**src/rtl/lpffir_pkg.sv**
```systemverilog
// rtl/lpffir_pkg.sv - shared widths and sample type for the moving-sum FIR
package lpffir_pkg;

  localparam int DATA_W = 16;
  localparam int NTAPS  = 6;

  typedef logic [DATA_W-1:0] sample_t;

endpackage

```
**src/rtl/lpffir_core.sv**
```systemverilog
// rtl/lpffir_core.sv - 6-tap unity-coefficient delay line and adder tree
module lpffir_core
  import lpffir_pkg::*;
(
  input  logic    aclk_i,
  input  logic    aresetn_i,
  input  logic    shift_en_i,
  input  sample_t x0_i,
  output sample_t sum_o
);

  // x1 is the newest stored sample, x5 the oldest; names kept flat for probing.
  sample_t x0;
  sample_t x1;
  sample_t x2;
  sample_t x3;
  sample_t x4;
  sample_t x5;

  sample_t h0;
  sample_t h1;
  sample_t h2;
  sample_t h01;

  assign x0 = x0_i;

  // Shift the history on every accepted sample; reset wins over a shift.
  always_ff @(posedge aclk_i) begin
    if (aresetn_i) begin
      x1 <= '0;
      x2 <= '0;
      x3 <= '0;
      x4 <= '0;
      x5 <= '0;
    end else if (shift_en_i) begin
      x5 <= x4;
      x4 <= x3;
      x3 <= x2;
      x2 <= x1;
      x1 <= x0;
    end
  end

  // Balanced pairwise tree; every sum wraps at the sample width.
  always_comb begin
    h0    = x0 + x1;
    h1    = x2 + x3;
    h2    = x4 + x5;
    h01   = h0 + h1;
    sum_o = h01 + h2;
  end

endmodule

```
**src/rtl/lpffir_axis.sv**
```systemverilog
// rtl/lpffir_axis.sv - zero-latency AXI-Stream wrapper around the moving-sum core
module lpffir_axis
  import lpffir_pkg::*;
(
  input  logic              aclk_i,
  input  logic              aresetn_i,
  input  logic [DATA_W-1:0] rx_tdata_i,
  input  logic              rx_tvalid_i,
  input  logic              rx_tlast_i,
  output logic              rx_tready_o,
  output logic [DATA_W-1:0] tx_tdata_o,
  output logic              tx_tvalid_o,
  output logic              tx_tlast_o,
  input  logic              tx_tready_i
);

  logic    w_shift_en;
  sample_t w_sum;

  // Handshake passes straight through; a transfer on rx is a transfer on tx.
  always_comb begin
    rx_tready_o = tx_tready_i & ~aresetn_i;
    tx_tvalid_o = rx_tvalid_i & ~aresetn_i;
    tx_tlast_o  = rx_tlast_i;
    w_shift_en  = rx_tvalid_i & rx_tready_o;
    tx_tdata_o  = w_sum;
  end

  lpffir_core core (
    .aclk_i     (aclk_i),
    .aresetn_i  (aresetn_i),
    .shift_en_i (w_shift_en),
    .x0_i       (rx_tdata_i),
    .sum_o      (w_sum)
  );

endmodule

```
**config.mk**
```make
export PLATFORM = sky130hd
export DESIGN_NAME = lpffir_axis
export DESIGN_NICKNAME = d
export VERILOG_FILES = /design/src/rtl/lpffir_pkg.sv /design/src/rtl/lpffir_core.sv /design/src/rtl/lpffir_axis.sv
export SDC_FILE = /design/constraint.sdc
export NUM_CORES = 1
export LEC_CHECK = 0
export CORE_MARGIN = 5
export CORE_UTILIZATION = 54
export CTS_CLUSTER_SIZE = 20
export DETAILED_ROUTE_END_ITERATION = 10
export GPL_TIMING_DRIVEN = 0
export PLACE_DENSITY_LB_ADDON = 0.15
export SETUP_SLACK_MARGIN = 0.5
export SYNTH_ARGS = -nofsm -noshare
export SYNTH_HDL_FRONTEND = slang
export SYNTH_SLANG_ARGS = --single-unit
```
**constraint.sdc**
```tcl
create_clock -name aclk_i -period 5.25 [get_ports aclk_i]
set_input_delay 1.05 -clock aclk_i [delete_from_list [all_inputs] [get_ports aclk_i]]
set_output_delay 1.05 -clock aclk_i [all_outputs]
set_load 0.01 [all_outputs]
```
After elaboration in Yosys (flattened, before gate mapping) --
Cells that the tools add are included.
Word-level totals: latch bits 0, memory bits (read-only) 0, memory bits (writable) 0, register bits 80, memories kept 0
Operators by class: bitwise logic cells 4, $add $sub $neg 5, equal/unequal tests 0, $mul 0, shift operators 0, order comparisons 0, reduce and logical (&&, ||, !) cells 0, div/mod/pow operators 0, muxes and demuxes 0
Operators by type and width (number):
- $add A16 B16 Y16 | 5
- $and A1 B1 Y1 | 3
- $not A1 Y1 | 1

Logic depth before layout (Yosys ltp) --
Gate-level depths: netlist of the first run.
word-level depth 3, gate-level depth with buffers 15

Hierarchy --
From an unflattened synthesis of the first run, not the netlist that was laid out.
Unflattened totals: cells, all modules 549, area total of the unflattened synthesis 5173.7 um^2
Modules (own cells, without submodules):
- lpffir_core | area each 5144.9 um^2, cells each 545, instances 1
- lpffir_axis | area each 28.8 um^2, cells each 4, instances 1

Worst setup path after synthesis of the first run --
OpenSTA, ideal clock, no wires.
path kind input to output, from in rx_tdata_i[2], to out tx_tdata_o[10], slack -57 ps, cell stages on the path 15, arrival 4257 ps, buffers on the path 0, required time 4200 ps, cells stage by stage inv_1 > fa_1 > inv_1 > fa_1 > inv_1 > fa_1 > inv_1 > ha_1 > inv_1 > fa_1 > nor2b_1 > o2111ai_1 > a21boi_1 > nor2_1 > o311ai_1
On the way: word-level cells in the longest chain between the ends 3
RTL lines:
- start: declaration | RTL line lpffir_axis.sv:7 | input logic [DATA_W-1:0] rx_tdata_i,
- $add A16 B16 Y16 | RTL line lpffir_core.sv:46 | h0 = x0 + x1;
- $add A16 B16 Y16 | RTL line lpffir_core.sv:49 | h01 = h0 + h1;
- $add A16 B16 Y16 | RTL line lpffir_core.sv:50 | sum_o = h01 + h2;
- end: declaration | RTL line lpffir_axis.sv:11 | output logic [DATA_W-1:0] tx_tdata_o,
No other way between the ends.

Worst setup path in the final report of the first run --
Same ends and word-level chain as after synthesis.

==> flow_summary.json, run 1 <==
{
  "outcome": "complete, but fails checks",
  "violations": "negative setup slack",
  "yosys-top-cells-area": "dfxtp_1, fa_1, inv_1",
  "critical-path-top-delay-family": "adder cells",
  "slowest_stage": "fa_1",
  "clockBufferDepth": 2,
  "antenna_left": 0,
  "avgViaCountPerCell": 5.05,
  "cts_num_sinks": 80,
  "hold_viol_final": 0,
  "final_nets": 765,
  "hp-class": "flop to flop",
  "setup_tns_ns": -0.709,
  "antenna_found_initial": 0,
  "cp.arrival_ns": 4.43,
  "path_cells": "buf_8 > inv_8 > fa_1 > inv_2 > fa_1 > inv_1 > fa_1 > inv_2 > ha_4 > inv_2 > fa_2 > nor2b_4 > o2111ai_4 > a21boi_2 > or4_4 > o311ai_4 > buf_2",
  "period_share_pct": 104,
  "grt_pass1_vias": 4345,
  "firstDrtPassIters": 4,
  "htreeDepth": 3,
  "path_class": "primary input to output pin",
  "synth_most_common_cell": "inv_1",
  "ios": 40,
  "grt_max_degree": 14,
  "skew_ns": 0.0113,
  "insertedDiodeCount": 0,
  "cts_tree": "done",
  "use_met3_pct": 4.24,
  "grt_util_all_layers_pct": 23.1,
  "finalWorstSetupSlack_ns": -0.229,
  "use_met1_pct": 29.1,
  "start_kind": "primary input",
  "drc_errors": 0,
  "maxSlewViolCount": 0,
  "area_growth_pct": 23.2,
  "worstMarginPinSlew_ns": 0.735,
  "rsz0062_at_grt": "yes",
  "met2_usage_pct": 40.2,
  "p_leak_uw": 0.00274,
  "grt_pass1_wl_um": 20800,
  "grt_overflow_total": 0,
  "dieWidth_um": 108,
  "synth_area_per_cell_sq_um": 8.75,
  "synth_ff_type": "dfxtp_1",
  "powerDensity_mw_per_mm2": 230,
  "clk_pin_slew_ns": 0.08,
  "syn_inst": 595,
  "synth_top_cell_area_share_pct": 30.7,
  "period_needed_ns": 5.48,
  "ys_ff_latch": 80,
  "ys_warn_count": 0,
  "routedWlPerCell_um": 15.5,
  "routed_wl_um": 12500,
  "vdd.ir_drop.worst_mv": 0.197,
  "cpPeakStageDelay_ns": 0.51,
  "first_iter_violations": 170,
  "cts_buffers": 9,
  "layout-drive-gt1-share_pct": 23.8,
  "ys_types": 41,
  "top_usage_layer": "met2",
  "seq_area_frac_synth_pct": 30.7,
  "core_area_sq_mm": 0.00933,
  "die_y_um": 108,
  "rows": 35,
  "cts_hold_buf": 0,
  "dp_hpwl_um": 9140,
  "yosys.area.top_type": "dfxtp_1",
  "path_max_fanout": 3,
  "cp.required_ns": 4.20,
  "start_util_pct": 55.8,
  "finalSetupViolations": 6,
  "fmax_ghz": 0.183,
  "insertion_delay_ns": 0.35,
  "ys_top_cells_by_count": "inv_1, dfxtp_1, nand2_1, fa_1, o31ai_1",
  "async_reset_ff_share_pct": 0,
  "synth_edf_count": 0,
  "syn_area_sq_mm": 0.00521,
  "place_congestion": 0.823,
  "critPathBufInv": 7,
  "die_area_sq_mm": 0.0117,
  "pre_cts_ws_ns": -1.19,
  "worstSetupEndpointType": "output pin",
  "io_buffers": 37,
  "relSlewSlack_pct": 51.0,
  "synth_nets": 689,
  "root_buffer": "clkbuf_8",
  "maxCapViolCount": 0,
  "num_vias": 4067
}
-- metrics by stage --
step	area [sq um]	power (uW)	hold WS (ns)	std cells	util (%)
floorplan	5400	900	0.425	595	-
global placement	5940	1040	0.432	761	63.6
detailed placement	5940	1050	0.437	761	63.6
CTS	6290	1460	0.454	796	67.4
global route	6420	1560	0.478	805	68.8
finish	6420	1470	0.454	805	68.8
-- metal layers --
layer  vias up  share of wire [%]
li1       1993                  -
met4         0                2.0
met1      1956                 43
met5         -                  0
met2        97                 50
met3        21                4.1
-- sequential cells by signal (all words and copies together) (netlist names) --
register,flops
core.x1,16
core.x2,16
core.x3,16
core.x4,16
core.x5,16
-- power by group --
group          leakage, uW  switching (uW)  internal [uW]
combinational      0.00201             238            218
clock            0.0000858             223            169
sequential        0.000647            7.94            617
-- worst reg2reg max path, stage by stage, from the launching register on --
cell and delay, ns:
dfxtp_1 0.34, inv_1 0.08, o31ai_1 0.25
-- area by class of cell --
class,count,area [sq um]
clock buffers,10,128
plain buffers,29,166
flip-flops and latches,80,1600
inverters,149,574
multi-input cells,337,3230
repair buffers,65,519
clock inverters,6,36.3
well taps,129,161
fillers,770,2910
-- placed cells by master, fill, tap and decap left out, types with 9 or more instances in the layout --
cell type / netlist / layout
fa_1: 59 / 52
inv_2: 0 / 34
clkbuf_1: 14 / 15
buf_2: 5 / 21
o21ai_0: 21 / 21
buf_4: 9 / 34
dfxtp_1: 80 / 80
o21ai_1: 13 / 13
clkdlybuf4s50_1: 0 / 9
clkbuf_8: 0 / 9
nand2_1: 79 / 77
xnor2_1: 16 / 15
ha_4: 0 / 11
o31ai_1: 47 / 47
nand2b_1: 25 / 25
inv_1: 149 / 113
-- final timing paths --
path         cells after the start                 endpoint  slack (ns)                     from
max                             17           tx_tdata_o[10]       -0.23            rx_tdata_i[2]
min                              2  core.x5[8]$_SDFFE_PP0P_        0.45  core.x4[8]$_SDFFE_PP0P_
max reg2reg                      2  core.x4[5]$_SDFFE_PP0P_        4.49  core.x4[5]$_SDFFE_PP0P_
min reg2reg                      2  core.x5[8]$_SDFFE_PP0P_        0.45  core.x4[8]$_SDFFE_PP0P_
-- kinds of logic after synthesis --
kind of cell	count (synthesis)	synth area share, %
simple gates	136	12.3
xor+xnor	17	2.86
buf+inv	178	13.7
flops	80	30.7
fa+ha+maj	73	26.0
compound gates	111	14.3
-- repair_timing --
action | in CTS | in global routing
endpoints found under the setup margin | 15 | 13
gates resized for setup | 146 | 21
buffers inserted | 19 | 9
pin swaps | 70 | 42
No activity file was read; power rests on OpenSTA's default activity.
==> run 2, diff against run 1 <==
--- a/config.mk
+++ b/config.mk
@@ -5,6 +5,7 @@
 export SDC_FILE = /design/constraint.sdc
 export NUM_CORES = 1
 export LEC_CHECK = 0
+export CAP_MARGIN = 20
 export CORE_MARGIN = 5
 export CORE_UTILIZATION = 54
 export CTS_CLUSTER_SIZE = 20
==> results of run 2 <==
Same layout as run 1: the final DEF is identical, and so are final timing and power.
==> run 3, diff against run 2 <==
--- a/config.mk
+++ b/config.mk
@@ -6,11 +6,11 @@
 export NUM_CORES = 1
 export LEC_CHECK = 0
 export CAP_MARGIN = 20
-export CORE_MARGIN = 5
 export CORE_UTILIZATION = 54
+export CTS_CLUSTER_DIAMETER = 120
 export CTS_CLUSTER_SIZE = 20
 export DETAILED_ROUTE_END_ITERATION = 10
-export GPL_TIMING_DRIVEN = 0
+export GPL_TIMING_DRIVEN = 1
 export PLACE_DENSITY_LB_ADDON = 0.15
 export SETUP_SLACK_MARGIN = 0.5
 export SYNTH_ARGS = -nofsm -noshare
==> run 3 against run 2 <==
Effect of this change:
- the run still ends with negative setup slack left
- fmax is 0.49% higher
- clock power rose by 17%
- worst setup slack better by 0.027 ns
- clock-buffer cell count unchanged
- cell area grew 1.9%
- sequential cell count unchanged
- via count down 2.8%
- routed wire length is 20% lower
- first-iteration DRC count increased by 9.4%
- total power is 5.6% higher
==> flow_summary.json, run 3 (same netlist as run 1, synthesis figures left out) <==
{
  "cts_tree": "done",
  "final_util_pct": 70.4,
  "layout-drive-gt1-share_pct": 25.0,
  "start_kind": "primary input",
  "rsz0062_at_grt": "yes",
  "combinationalPowerShare_pct": 30.5,
  "place_congestion": 0.789,
  "worstMarginPinSlew_ns": 0.829,
  "p_leak_uw": 0.00280,
  "cts_num_sinks": 80,
  "dieWidth_um": 100,
  "antenna_found_initial": 0,
  "crit_path_start": "rx_tdata_i[2]",
  "insertedDiodeCount": 0,
  "cp.required_ns": 4.20,
  "fin_area_sq_mm": 0.00654,
  "regToRegSetupSlack_ns": 4.48,
  "period_needed_ns": 5.45,
  "drc_errors": 0,
  "crit_cells": 18,
  "die_y_um": 100,
  "num-fill-cells": 720,
  "worstSetupEndpointType": "output pin",
  "root_buffer": "clkbuf_8",
  "io_buffers": 37,
  "vdd.ir_drop.worst_mv": 0.214,
  "grt_overflow_total": 0,
  "pwr-share-clk_pct": 29.4,
  "critPathBufInv": 8,
  "maxSlewViolCount": 0,
  "clk_pin_slew_ns": 0.08,
  "cp.arrival_ns": 4.40,
  "seqPwrFrac_pct": 40.2,
  "core_area_sq_mm": 0.00928,
  "start_util_pct": 56.1,
  "insertion_delay_ns": 0.35,
  "slowest_stage": "fa_1",
  "path_max_fanout": 3,
  "die_area_sq_mm": 0.0100,
  "routed_wl_um": 10000,
  "htreeDepth": 3,
  "hp-class": "flop to flop",
  "fmax_ghz": 0.183,
  "routedWlPerCell_um": 12.5,
  "clockBufferDepth": 2,
  "path_class": "primary input to output pin",
  "crit_path_end": "tx_tdata_o[14]",
  "finalSetupViolations": 4,
  "place_inst": 769,
  "cpPeakStageDelay_ns": 0.49,
  "mostFrequentLayoutCells": "inv_1, dfxtp_1, nand2_1, fa_1, o31ai_1",
  "final_nets": 761,
  "critical-path-top-delay-family": "adder cells",
  "switching_share_pct": 30.7,
  "grt_util_all_layers_pct": 21.7,
  "num_vias": 3952,
  "path_cells": "buf_8 > inv_8 > fa_1 > inv_2 > fa_1 > inv_1 > fa_1 > inv_2 > ha_4 > inv_2 > fa_2 > nor2b_4 > o2111ai_4 > a21oi_2 > buf_4 > o41ai_4 > xnor2_1 > buf_2",
  "avgViaCountPerCell": 4.93,
  "fin_hold_ws_ns": 0.456,
  "r2r_start": "core.x1[9]$_SDFFE_PP0P_",
  "placed_area_sq_mm": 0.00605,
  "firstDrtPassIters": 4,
  "outcome": "complete, but fails checks",
  "mostFrequentLayoutCell": "inv_1",
  "powerDensity_mw_per_mm2": 238,
  "antenna_left": 0,
  "dp_hpwl_um": 7170,
  "maxCapViolCount": 0,
  "reg2reg_to": "core.x1[9]$_SDFFE_PP0P_",
  "period_share_pct": 104,
  "hold_viol_final": 0,
  "internal_power_uw": 1080,
  "rr_worst_depth": 2,
  "area_growth_pct": 25.5,
  "violations": "negative setup slack",
  "switching_power_uw": 478,
  "grt_max_degree": 91,
  "relSlewSlack_pct": 44.7,
  "cts_buffers": 9,
  "rows": 35,
  "pre_cts_ws_ns": -1.13,
  "finalWorstSetupSlack_ns": -0.203,
  "final-instance-count-excl-fill": 801,
  "ios": 40,
  "skew_ns": 0.00727,
  "first_iter_violations": 186,
  "grt_pass1_vias": 4110,
  "grt_pass1_wl_um": 17600
}
-- run 3: how the worst min path moves through the flow --
stage,startpoint,to,cells past startpoint
CTS,core.x4[13]$_SDFFE_PP0P_,core.x5[13]$_SDFFE_PP0P_,2
finish,core.x4[13]$_SDFFE_PP0P_,core.x5[13]$_SDFFE_PP0P_,2
global placement,core.x1[12]$_SDFFE_PP0P_,core.x2[12]$_SDFFE_PP0P_,2
floorplan,core.x1[0]$_SDFFE_PP0P_,core.x2[0]$_SDFFE_PP0P_,2
detailed placement,core.x4[13]$_SDFFE_PP0P_,core.x5[13]$_SDFFE_PP0P_,2
global route,core.x4[6]$_SDFFE_PP0P_,core.x5[6]$_SDFFE_PP0P_,2
-- run 3: cell type report --
| type | instances | area [sq um] | share of cell area (%) |
|---|---|---|---|
| clock buffer | 10 | 128 | 1.95 |
| tap | 129 | 161 | 2.47 |
| sequential | 80 | 1600 | 24.5 |
| multi-input combinational | 337 | 3260 | 49.8 |
| timing repair buffer | 90 | 742 | 11.3 |
| clock inverter | 6 | 67.6 | 1.03 |
| inverter | 149 | 582 | 8.90 |
-- run 3: power groups by stage --
stage                     Sequential [uW]  Clock [uW]  Combinational (uW)
final                                 625         457                 474
after global routing                  627         497                 519
after global placement                639           0                 433
after detailed placement              639           0                 440
after floorplan                       637           0                 263
after CTS                             625         471                 459
-- run 3: routing by layer --
layer	global-route usage, %	vias to the layer above	share of wire (%)
met5	0	-	0
met4	5.35	0	1.1
met3	3.13	13	1.9
met2	41.5	37	54
met1	25.4	1917	43
li1	-	1985	-
-- run 3: stage by stage --
stage	setup TNS [ns]	total power (uW)
floorplan	0	900
global placement	-9.67	1070
detailed placement	-10.21	1080
CTS	-0.613	1550
global route	-1.21	1640
finish	-0.522	1560
-- run 3: worst min-delay path: stages (launching register included) --
cell	delay [ns]
dfxtp_1	0.33
nand2_1	0.05
o31ai_1	0.05
-- run 3: repair_timing --
item / in CTS / in global routing
endpoints found under the setup margin: 15 / 13
pin swaps: 64 / 47
resized for setup: 148 / 24
hold endpoints to repair: 0 / 0
hold buffers: 0 / 0
setup buffers: 11 / 5
==> RTL change: new RTL, settings of run 3 <==
Make the reset (`aresetn_i`) asynchronous in one clocked block.
--- a/src/rtl/lpffir_core.sv
+++ b/src/rtl/lpffir_core.sv
@@ -25,7 +25,7 @@
   assign x0 = x0_i;
 
   // Shift the history on every accepted sample; reset wins over a shift.
-  always_ff @(posedge aclk_i) begin
+  always_ff @(posedge aclk_i or posedge aresetn_i) begin
     if (aresetn_i) begin
       x1 <= '0;
       x2 <= '0;
Function: differs if aresetn_i is asserted again (counterexample within 4 cycles, from zero or initial values and one cycle with aresetn_i high); with aresetn_i held inactive, the same outputs for 4 cycles.
==> RTL change against run 3 <==
- the run still ends with negative setup slack left
- clock skew up 0.0017 ns
- sequential cell count did not move
- count of clock-buffer cells in the layout unchanged
- worst setup slack better by 0.019 ns
- core utilization up 1.5 points
- sequential share of layout area increased by 5.2 points
- cell area grew 3.0%
- wire length grew 0.66%
- critical path depth is the same
- area after synthesis rose by 1.9%
- critical path type unchanged
Power is not shown: default switching activity piles up to over one toggle a cycle in this logic, so the estimate is an artifact.
==> RTL change: results (changes against run 3) <==
core area = 0.00937 mm² (+0.94%)
routed via count = 3,595 (-9.0%)
mux share of post-synthesis cell area = 7.00% (+7.0 points)
number of global-route vias before repair = 3,730 (-9.2%)
Routed met1 length = 4.43 mm (+2.9%)
xor and xnor area share after synthesis = 2.80% (-0.055 points)
post-synthesis adder-cell area fraction = 25.5% (-0.50 points)
top cells by area, synth = dfrtp_1, fa_1, inv_1, mux2_2, o21ai_0
sequential area share after synthesis = 37.7% (+7.0 points)
final setup fails = 8 (+4)
crit path max fanout = 2 (-1)
WL/cell = 13.6 µm (+9.3%)
CP Launch Point = rx_tdata_i[2]
Synth Area in Compound Gates = 8.72% (-5.6 points)
Critical path destination = tx_tdata_o[10]
first-pass GRT wire length = 17.6 mm (+0.16%)
total negative slack = -0.994 ns (-0.472 ns)
post-synth cell types = 39 (-4.9%)
Worst Skew = 0.00895 ns (+0.00168 ns)
pre-CTS setup slack = -1.13 ns (+0.00480 ns)
GRT Total Usage = 22.5% (+0.74 points)
Buffers excl. clock = 86 (-4.4%)
Initial DRC Count = 106 (-43%)
routed wl met2 = 5.13 mm (-4.9%)
DP HPWL = 6.97 mm (-2.9%)
Post-synth top cells = inv_1, dfrtp_1, fa_1, nand2_1, o21ai_0
reg-to-reg critical path endpoint = core.x3[5]$_DFFE_PP0P_
FFs w/ async S/R, synth = 100% (+100 points)
status = finished, violations left
Cell Area, Placed = 0.00620 mm² (+2.3%)
met3 wire length = 329 µm (+70%)
Reg2Reg Setup Slack = 4.41 ns (-0.07 ns)
Reg2Reg Depth = 1 (-1)
met1 Use GR = 30.8% (+5.5 points)
fin area = 0.00674 mm² (+3.0%)
clock network share of area = 3.47% (+0.49 points)
Synthesized Nets = 618 (-10%)
met3 Use GR = 3.38% (+0.25 points)
WL final = 10.1 mm (+0.66%)
RR Startpoint = core.x3[5]$_DFFE_PP0P_
post-cts repair resize count = 153 (+3.4%)
worst setup margin = -0.183 ns (+0.0193 ns)
grt met2 use = 36.8% (-4.7 points)
Placed Cells = 705 (-8.3%)
commonest register cell after synthesis = dfrtp_1
multi-input logic area = 0.00302 mm² (-7.2%)
cell count after synthesis = 524 (-12%)
Non-clock buffer share = 10.9% (-0.44 points)
postcts setup bufs = 14 (+3)
critical path arrival = 4.38 ns (-0.02 ns)
inverters = 150 (+0.67%)
failing checks = negative setup slack
Seq area share = 29.7% (+5.2 points)
layout cells sized above 1 = 30.9% (+5.9 points)
[RTL change: changes by cell type after synthesis, moves of 25 or more]
cell,run 3,this run
mux2_2,0,26
o31ai_1,47,0
dfrtp_1,0,80
nand2_1,79,54
nand2b_1,25,0
dfxtp_1,80,0
o21ai_0,21,48
[RTL change: worst min path at each step]
stage | depth (start not counted) | from | to
global route | 2 | core.x3[9]$_DFFE_PP0P_ | core.x3[9]$_DFFE_PP0P_
detailed placement | 2 | core.x2[0]$_DFFE_PP0P_ | core.x2[0]$_DFFE_PP0P_
CTS | 2 | core.x5[7]$_DFFE_PP0P_ | core.x5[7]$_DFFE_PP0P_
floorplan | 2 | core.x1[10]$_DFFE_PP0P_ | core.x1[10]$_DFFE_PP0P_
global placement | 2 | core.x2[9]$_DFFE_PP0P_ | core.x2[9]$_DFFE_PP0P_
finish | 2 | core.x5[7]$_DFFE_PP0P_ | core.x5[7]$_DFFE_PP0P_
